### config.mk
export PLATFORM = sky130hd
export DESIGN_NAME = fetch_unit_flat
export DESIGN_NICKNAME = d
export VERILOG_FILES = /design/src/rtl/fetch_unit_pkg.sv /design/src/rtl/fetch_unit_if.sv /design/src/rtl/fetch_unit.sv /design/src/flat_wrapper.sv
export SDC_FILE = /design/constraint.sdc
export NUM_CORES = 1
export LEC_CHECK = 0
export CAP_MARGIN = 25
export CORE_UTILIZATION = 40
export CTS_CLUSTER_DIAMETER = 60
export CTS_CLUSTER_SIZE = 40
export DETAILED_ROUTE_END_ITERATION = 10
export GPL_ROUTABILITY_DRIVEN = 0
export PLACE_DENSITY = 0.9
export SYNTH_ARGS = -nofsm -noshare
export SYNTH_HDL_FRONTEND = slang
export SYNTH_SLANG_ARGS = --single-unit
### constraint.sdc
create_clock -name clk -period 2.21 [get_ports clk]
set_input_delay 0.442 -clock clk [delete_from_list [all_inputs] [get_ports clk]]
set_output_delay 0.442 -clock clk [all_outputs]
set_load 0.02 [all_outputs]
### src/rtl/fetch_unit_pkg.sv
// Shared definitions for the instruction fetch unit: FSM state encoding,
// halt opcode and default instruction-memory word-address width.
// The HALTED state exists only when FETCH_HALT_EN is defined.
package fetch_unit_pkg;

  localparam int unsigned FETCH_ADDR_W = 8;
  localparam logic [5:0]  HALT_OPCODE  = 6'b111111;

`ifdef FETCH_HALT_EN
  typedef enum logic [1:0] {
    ST_IDLE,
    ST_RUN,
    ST_HALTED
  } fetch_state_e;
`else
  typedef enum logic [1:0] {
    ST_IDLE,
    ST_RUN
  } fetch_state_e;
`endif

endpackage

### src/rtl/fetch_unit_if.sv
// Control, instruction-memory and output bus of the fetch unit.
// slave: the fetch unit itself; master: the surrounding core/memory.
interface fetch_unit_if;

  logic        start;
  logic        stall;
  logic        branch_taken;
  logic [15:0] branch_offset;
  logic        jump;
  logic [15:0] jump_target;
  logic [15:0] pc;
  logic [31:0] instruction_in;
  logic [31:0] instr_out;
  logic [15:0] pc_out;
  logic        valid_out;

  modport master (
    output start, stall, branch_taken, branch_offset, jump, jump_target,
    output instruction_in,
    input  pc, instr_out, pc_out, valid_out
  );

  modport slave (
    input  start, stall, branch_taken, branch_offset, jump, jump_target,
    input  instruction_in,
    output pc, instr_out, pc_out, valid_out
  );

endinterface

### src/rtl/fetch_unit.sv
// Instruction fetch unit: issues word addresses to a 1-cycle-latency
// instruction memory, pairs returning data with the address in flight and
// presents registered instr_out/pc_out/valid_out. Supports jump/branch
// redirect and stall with address replay.
// Optional feature: FETCH_HALT_EN (halt on opcode 6'b111111).
module fetch_unit
  import fetch_unit_pkg::*;
#(
  parameter logic [15:0] RESET_PC = 16'd0,
  parameter int unsigned ADDR_W   = FETCH_ADDR_W
) (
  input  logic            clk,
  input  logic            reset,
  fetch_unit_if.slave     bus
);

  localparam logic [ADDR_W-1:0] RESET_PC_A = RESET_PC[ADDR_W-1:0];
  localparam logic [ADDR_W-1:0] ONE_A      = {{(ADDR_W-1){1'b0}}, 1'b1};

  fetch_state_e      state_q;
  logic [ADDR_W-1:0] pc_q;
  logic [ADDR_W-1:0] pend_pc_q;
  logic              pend_valid_q;
  logic [31:0]       instr_q;
  logic [15:0]       pc_out_q;
  logic              valid_q;

  logic              redirect_d;
  logic [15:0]       branch_tgt_d;
  logic [15:0]       redirect_tgt_d;
  logic [ADDR_W-1:0] pc_inc_d;

  // Redirect target selection (jump wins) and sequential next address
  always_comb begin
    redirect_d     = bus.jump | bus.branch_taken;
    branch_tgt_d   = pc_out_q + 16'd1 + bus.branch_offset;
    redirect_tgt_d = bus.jump ? bus.jump_target : branch_tgt_d;
    pc_inc_d       = pc_q + ONE_A;
  end

  // Fetch FSM with registered outputs; redirect outranks stall
  always_ff @(posedge clk) begin
    if (reset) begin
      state_q      <= ST_IDLE;
      pc_q         <= RESET_PC_A;
      pend_pc_q    <= '0;
      pend_valid_q <= 1'b0;
      instr_q      <= '0;
      pc_out_q     <= '0;
      valid_q      <= 1'b0;
    end else begin
      case (state_q)
        ST_IDLE: begin
          pc_q         <= RESET_PC_A;
          pend_valid_q <= 1'b0;
          valid_q      <= 1'b0;
          if (bus.start) state_q <= ST_RUN;
        end
        ST_RUN: begin
          if (redirect_d) begin
            pc_q         <= redirect_tgt_d[ADDR_W-1:0];
            pend_valid_q <= 1'b0;
            valid_q      <= 1'b0;
          end else if (bus.stall) begin
            // The read in flight is dropped; re-issue its address afterwards
            if (pend_valid_q) pc_q <= pend_pc_q;
            pend_valid_q <= 1'b0;
          end else begin
            pend_pc_q    <= pc_q;
            pend_valid_q <= 1'b1;
            pc_q         <= pc_inc_d;
            if (pend_valid_q) begin
              instr_q  <= bus.instruction_in;
              pc_out_q <= 16'(pend_pc_q);
              valid_q  <= 1'b1;
`ifdef FETCH_HALT_EN
              if (bus.instruction_in[31:26] == HALT_OPCODE) state_q <= ST_HALTED;
`endif
            end else begin
              valid_q <= 1'b0;
            end
          end
        end
`ifdef FETCH_HALT_EN
        ST_HALTED: begin
          valid_q <= 1'b0;
        end
`endif
        default: begin
          state_q <= ST_IDLE;
        end
      endcase
    end
  end

  assign bus.pc        = 16'(pc_q);
  assign bus.instr_out = instr_q;
  assign bus.pc_out    = pc_out_q;
  assign bus.valid_out = valid_q;

endmodule

### src/flat_wrapper.sv
// flat-port wrapper written by rule: the top's interface ports become plain ports
module fetch_unit_flat import fetch_unit_pkg::*;
#(
  parameter logic [15:0] RESET_PC = 16'd0,
  parameter int unsigned ADDR_W   = FETCH_ADDR_W
)
  (clk, reset, bus_start, bus_stall, bus_branch_taken, bus_branch_offset, bus_jump, bus_jump_target, bus_instruction_in, bus_pc, bus_instr_out, bus_pc_out, bus_valid_out);
  fetch_unit_if bus_i ();
  input  logic clk;
  input  logic reset;
  input wire logic [$bits(bus_i.start)-1:0] bus_start;
  input wire logic [$bits(bus_i.stall)-1:0] bus_stall;
  input wire logic [$bits(bus_i.branch_taken)-1:0] bus_branch_taken;
  input wire logic [$bits(bus_i.branch_offset)-1:0] bus_branch_offset;
  input wire logic [$bits(bus_i.jump)-1:0] bus_jump;
  input wire logic [$bits(bus_i.jump_target)-1:0] bus_jump_target;
  input wire logic [$bits(bus_i.instruction_in)-1:0] bus_instruction_in;
  output wire logic [$bits(bus_i.pc)-1:0] bus_pc;
  output wire logic [$bits(bus_i.instr_out)-1:0] bus_instr_out;
  output wire logic [$bits(bus_i.pc_out)-1:0] bus_pc_out;
  output wire logic [$bits(bus_i.valid_out)-1:0] bus_valid_out;
  assign bus_i.start = bus_start;
  assign bus_i.stall = bus_stall;
  assign bus_i.branch_taken = bus_branch_taken;
  assign bus_i.branch_offset = bus_branch_offset;
  assign bus_i.jump = bus_jump;
  assign bus_i.jump_target = bus_jump_target;
  assign bus_i.instruction_in = bus_instruction_in;
  assign bus_pc = bus_i.pc;
  assign bus_instr_out = bus_i.instr_out;
  assign bus_pc_out = bus_i.pc_out;
  assign bus_valid_out = bus_i.valid_out;
  fetch_unit #(.RESET_PC(RESET_PC), .ADDR_W(ADDR_W)) u_core (.clk(clk), .reset(reset), .bus(bus_i));
endmodule
# Word-level counts from Yosys, hierarchy flattened
# Cells that the tools add are included.
# op_classes
addsub	3
mux	14
eq_ne	4
reduce_logical	7
bitwise	4
# ops
operator	count
two-way mux 8 bit	4
adder 8 x 1 -> 8 bit, second input constant	2
case mux 8 bit (2 select lines)	1
adder 8 bit	1
AND reduction 2 bit	3
two-way mux 1 bit	5
!= test 4 x 2 -> 1 bit, second input constant	1
case mux 1 bit (2 select lines)	2
case mux 2 bit (2 select lines)	1
AND reduction 4 bit	1
!= test 3 x 2 -> 1 bit, second input constant	1
inverter 1 bit	3
AND reduction 3 bit	1
equality test 2 x 1 -> 1 bit, second input constant	1
zero test 2 bit	1
two-way mux 2 bit	1
!= test 2 bit, second input constant	1
nonzero test 2 bit	1
bitwise OR 1 bit	1
# totals
word_cells	39
reg_bits	60

# Longest topological paths before layout
# depth
depth_word	5
ltp_mapped	9
mapped_depth_nobuf	8

# Worst setup path before layout
# Ideal clock, no wire load.
# synth_path
path_type	register to register
startpoint	reg u_core.pc_out_q[1] (netlist: u_core.bus.pc_out[1])
endpoint	reg u_core.pc_q[5]
t_required_ps	2093
slack_ps	190
stages_incl_launch_ff	7
n_path_buf	0
arrival_ps	1903
cell_sequence	dfxtp_1 ha_1 nor2b_1 o31a_1 or4_1 a41o_1 a22o_1
# synth_between
elab_chain_len	5
# synth_rtl
element	line_no	text
start: declaration	fetch_unit.sv:25	logic [15:0] pc_out_q;
start signal: assignment	fetch_unit.sv:74	pc_out_q <= 16'(pend_pc_q);
adder 8 x 1 -> 8 bit	fetch_unit.sv:36	branch_tgt_d = pc_out_q + 16'd1 + bus.branch_offset;
adder 8 bit	fetch_unit.sv:36	
two-way mux 8 bit	fetch_unit.sv:37	redirect_tgt_d = bus.jump ? bus.jump_target : branch_tgt_d;
two-way mux 8 bit	fetch_unit.sv:60	if (redirect_d) begin
case mux 8 bit (2 select lines)	fetch_unit.sv:52	case (state_q)
end signal: assignment	fetch_unit.sv:61	pc_q <= redirect_tgt_d[ADDR_W-1:0];
end signal: assignment	fetch_unit.sv:66	if (pend_valid_q) pc_q <= pend_pc_q;
end signal: assignment	fetch_unit.sv:71	pc_q <= pc_inc_d;
end: declaration	fetch_unit.sv:21	logic [ADDR_W-1:0] pc_q;
# No other way between the ends.
# A chain may end at the register's enable or synchronous reset.

# Final worst setup path
# layout_path
startpoint	in bus_branch_offset[2]
endpoint	reg u_core.pc_q[5]
# layout_between
elab_chain_len	4
# layout_rtl
element	line_no	text
start: declaration	flat_wrapper.sv:14	input wire logic [$bits(bus_i.branch_offset)-1:0] bus_branch_offset;
adder 8 bit	fetch_unit.sv:36	
two-way mux 8 bit	fetch_unit.sv:37	
two-way mux 8 bit	fetch_unit.sv:60	
case mux 8 bit (2 select lines)	fetch_unit.sv:52	
# No other way between the ends.

==> results.yml <==
outcome:
  status: "finished clean"
synthesis:
  synth-warning-count: 0
  synth.most_common_cell: "nand2_1"
  yosysTopAreaCell: "dfxtp_1"
  yosys.area_share.simple_pct: 23.4
  syn-cell-area_um2: 2850
  synth_edf_count: 0
  yosysUniqueCellTypes: 47
  syn_avg_cell_area_um2: 7.84
  synth_top_area_share_pct: 41.4
  yosys-top-cells-area: "dfxtp_1 41%, nand2_1 14%, a21oi_1 9.1%"
  ys_seq_area_share_pct: 41.4
  synth_ff_type: "dfxtp_1"
  synthAdderAreaFrac_pct: 4.65
  synth_xor_xnor_area_share_pct: 1.53
  synth_cells: 364
  synthArstFlopShare_pct: 0
  synth_compound_area_share_pct: 19.0
  synthMuxAreaShare_pct: 1.10
  synth_top_family_by_area: "simple AND/OR/NAND/NOR gates"
  yosys-top-cells-count: "106 x nand2_1, 59 x dfxtp_1, 52 x a21oi_1, 20 x buf_4, 11 x nor2_1"
  ys_ff_latch: 59
power:
  power.internal_mw: 1.77
  switching_share_pct: 23.8
  clkPwrFrac_pct: 41.3
  p_leak_nw: 1.54
  p_seq_share_pct: 46.7
  p_switching_mw: 0.553
  peakVddDrop_mv: 0.346
  power.total_mw: 2.33
  p_comb_share_pct: 11.9
  powerDensity_nw_per_um2: 554
worst_setup_path:
  startpoint_type: "input pin"
  crit_path_end_kind: "flip-flop"
  crit_fanout: 2
  crit_arrival_ps: 2330
  cp.required_ps: 2430
  rr_worst_depth: 6
  path_class: "input pin to flip-flop"
  timing.rr.end: "u_core.pc_q[5]$_SDFFE_PP0P_"
  r2r_start: "u_core.bus.pc_out[1]$_SDFFE_PP0P_"
  reg2reg_slack_ps: 160
timing:
  post-route-period-util_pct: 95.7
  slew_viol_final: 0
  slew_headroom_pct: 62.8
  whs_ps: 453
  tns_ps: 0
  max_freq_mhz: 473
  period_needed_ps: 2110
  setup_violations: 0
  fin_skew_ps: 9.01
  finalHoldViolCount: 0
  rsz0062_at_grt: "false"
  tightest_slew_ps: 558
cells_and_area:
  instances_no_fill: 580
  nets: 559
  drive_gt1_share_pct: 8.88
  fin_area_um2: 4200
  fillers: 586
  syn2layout_area_growth_pct: 47.2
  n_antenna_cell: 0
hold_path:
  hp-class: "flip-flop to flip-flop"
  timing.hold.worst_endpoint: "u_core.bus.instr_out[26]$_SDFFE_PP0P_"
  hp-start: "u_core.bus.instr_out[26]$_SDFFE_PP0P_"
  min_path_cells: 2
die:
  core_um2: 6830
  floorplan.initialDensity_pct: 41.8
  die_x_um: 86.5
  die_h_um: 86.5
  num_rows: 30
  dieArea_um2: 7480
  num_io_pins: 135
placement:
  place_hpwl_um: 5650
  dp.cells: 563
  portBuffers: 102
  dpl-instance-area_um2: 4000
run:
  max-cap-violations: 0
clock_tree:
  cts_buffer_depth: 2
  cts_hold_buffers: 0
  clkTransAtPathRegs_ps: 60
  clkLatencyLatePin_ps: 320
  cts-buffers-inserted: 9
  clock-sinks: 59
  cts_tree: "yes"
  root_buffer: "clkbuf_8"
  htreeDepth: 3
detailed_routing:
  route.detailed.wl_per_inst_um: 13.6
  antenna_left: 0
  drt_iter0_markers: 226
  routed_via_density: 5.12
  num_vias: 2972
  drcViolationCount: 0
  dr.pass1.iters: 5
  wl_um: 7910
global_route:
  gr-total-overflow: 0
  antenna_found_initial: 0
  grt_max_degree: 54
  globalRouteTotalUtil_pct: 21.7
  grt_pass1_vias: 2885
  grt_pass1_wl_um: 12800
-- through the flow --
step | util [%] | setup WS (ps)
2_1_floorplan | - | 190
3_3_place_gp | 58.5 | -277
3_5_place_dp | 58.5 | -305
4_1_cts | 61.3 | 39.8
5_1_grt | 61.5 | 63.9
6_report | 61.5 | 95.7
-- cell usage in the layout, fill, tap and decap left out, types with 4 or more instances in the layout --
| master | n |
|---|---|
| a211oi_1 | 4 |
| clkbuf_1 | 4 |
| a32oi_1 | 5 |
| nor2_1 | 11 |
| a21oi_1 | 52 |
| nor3_1 | 7 |
| inv_1 | 6 |
| o21ai_0 | 9 |
| dfxtp_1 | 59 |
| conb_1 | 16 |
| clkbuf_8 | 10 |
| nand2_1 | 106 |
| ha_1 | 9 |
| nor2b_1 | 5 |
| nand3_1 | 8 |
| buf_4 | 22 |
| clkdlybuf4s50_1 | 100 |
-- timing repair --
| action | 4_1_cts | 5_1_grt |
|---|---|---|
| setup endpoints to repair | 0 | 1 |
| gates resized for setup | 0 | 2 |
| buffers inserted | 0 | 1 |
| hold endpoints to repair | 0 | 0 |
-- cell families (layout without fill, tap and decap cells) --
kind of cell / Yosys count / after routing
AND/OR/NAND/NOR: 154 / 154
AO/OA/AOI/OAI: 89 / 89
flip-flops: 59 / 59
buffers and inverters: 43 / 148
adder cells (fa/ha/maj): 10 / 10
XOR/XNOR: 5 / 5
multiplexers: 3 / 3
other: 1 / 16
-- final cells by class --
class                      instances  area (µm²)  area share [%]
multi-input combinational        277        1480            35.3
sequential                        59        1180            28.1
tap                               96         120            2.86
clock buffer                      14         153            3.63
inverter                           7        26.3           0.626
timing repair buffer             125        1200            28.7
clock inverter                     2        35.0           0.834
-- power groups by stage --
stage,clock network (mW),logic [mW],registers [mW]
5_1_grt,1.03,0.298,1.09
6_report,0.961,0.278,1.09
3_3_place_gp,0,0.267,1.11
2_1_floorplan,0,0.137,1.11
3_5_place_dp,0,0.271,1.11
4_1_cts,0.975,0.274,1.09
-- worst max-delay path: stages --
cell and delay (ps):
clkdlybuf4s50_1 400, ha_1 290, o211a_1 220, o31a_1 120, or4_4 430, a41o_1 250, a22o_1 170
-- registers in the layout (all words and copies together), names as in the netlist --
signal	cells
u_core.pend_pc_q	8
u_core.pend_valid_q	1
u_core.bus.pc_out	8
u_core.bus.valid_out	1
u_core.bus.instr_out	32
u_core.pc_q	8
u_core.state_q	1
-- per-layer routing --
layer | part of all wire [%] | wire length [µm] | global-route usage, %
met3 | 9.4 | 747 | 5.81
met1 | 40 | 3190 | 24.9
met4 | 1.4 | 114 | 11.1
met2 | 49 | 3860 | 37.0
met5 | 0 | 0 | 0
-- how the worst max path moves through the flow --
stage / from / to / slack (ps)
final: bus_branch_offset[2] / u_core.pc_q[5]$_SDFFE_PP0P_ / 100
after global routing: bus_branch_offset[2] / u_core.pc_q[5]$_SDFFE_PP0P_ / 60
after CTS: bus_branch_offset[1] / u_core.pc_q[5]$_SDFFE_PP0P_ / 40
after detailed placement: bus_branch_offset[1] / u_core.pc_q[5]$_SDFFE_PP0P_ / -310
after global placement: bus_branch_offset[1] / u_core.pc_q[5]$_SDFFE_PP0P_ / -280
after floorplan: u_core.bus.pc_out[1]$_SDFFE_PP0P_ / u_core.pc_q[5]$_SDFFE_PP0P_ / 190
(Power assumes the default switching activity.)
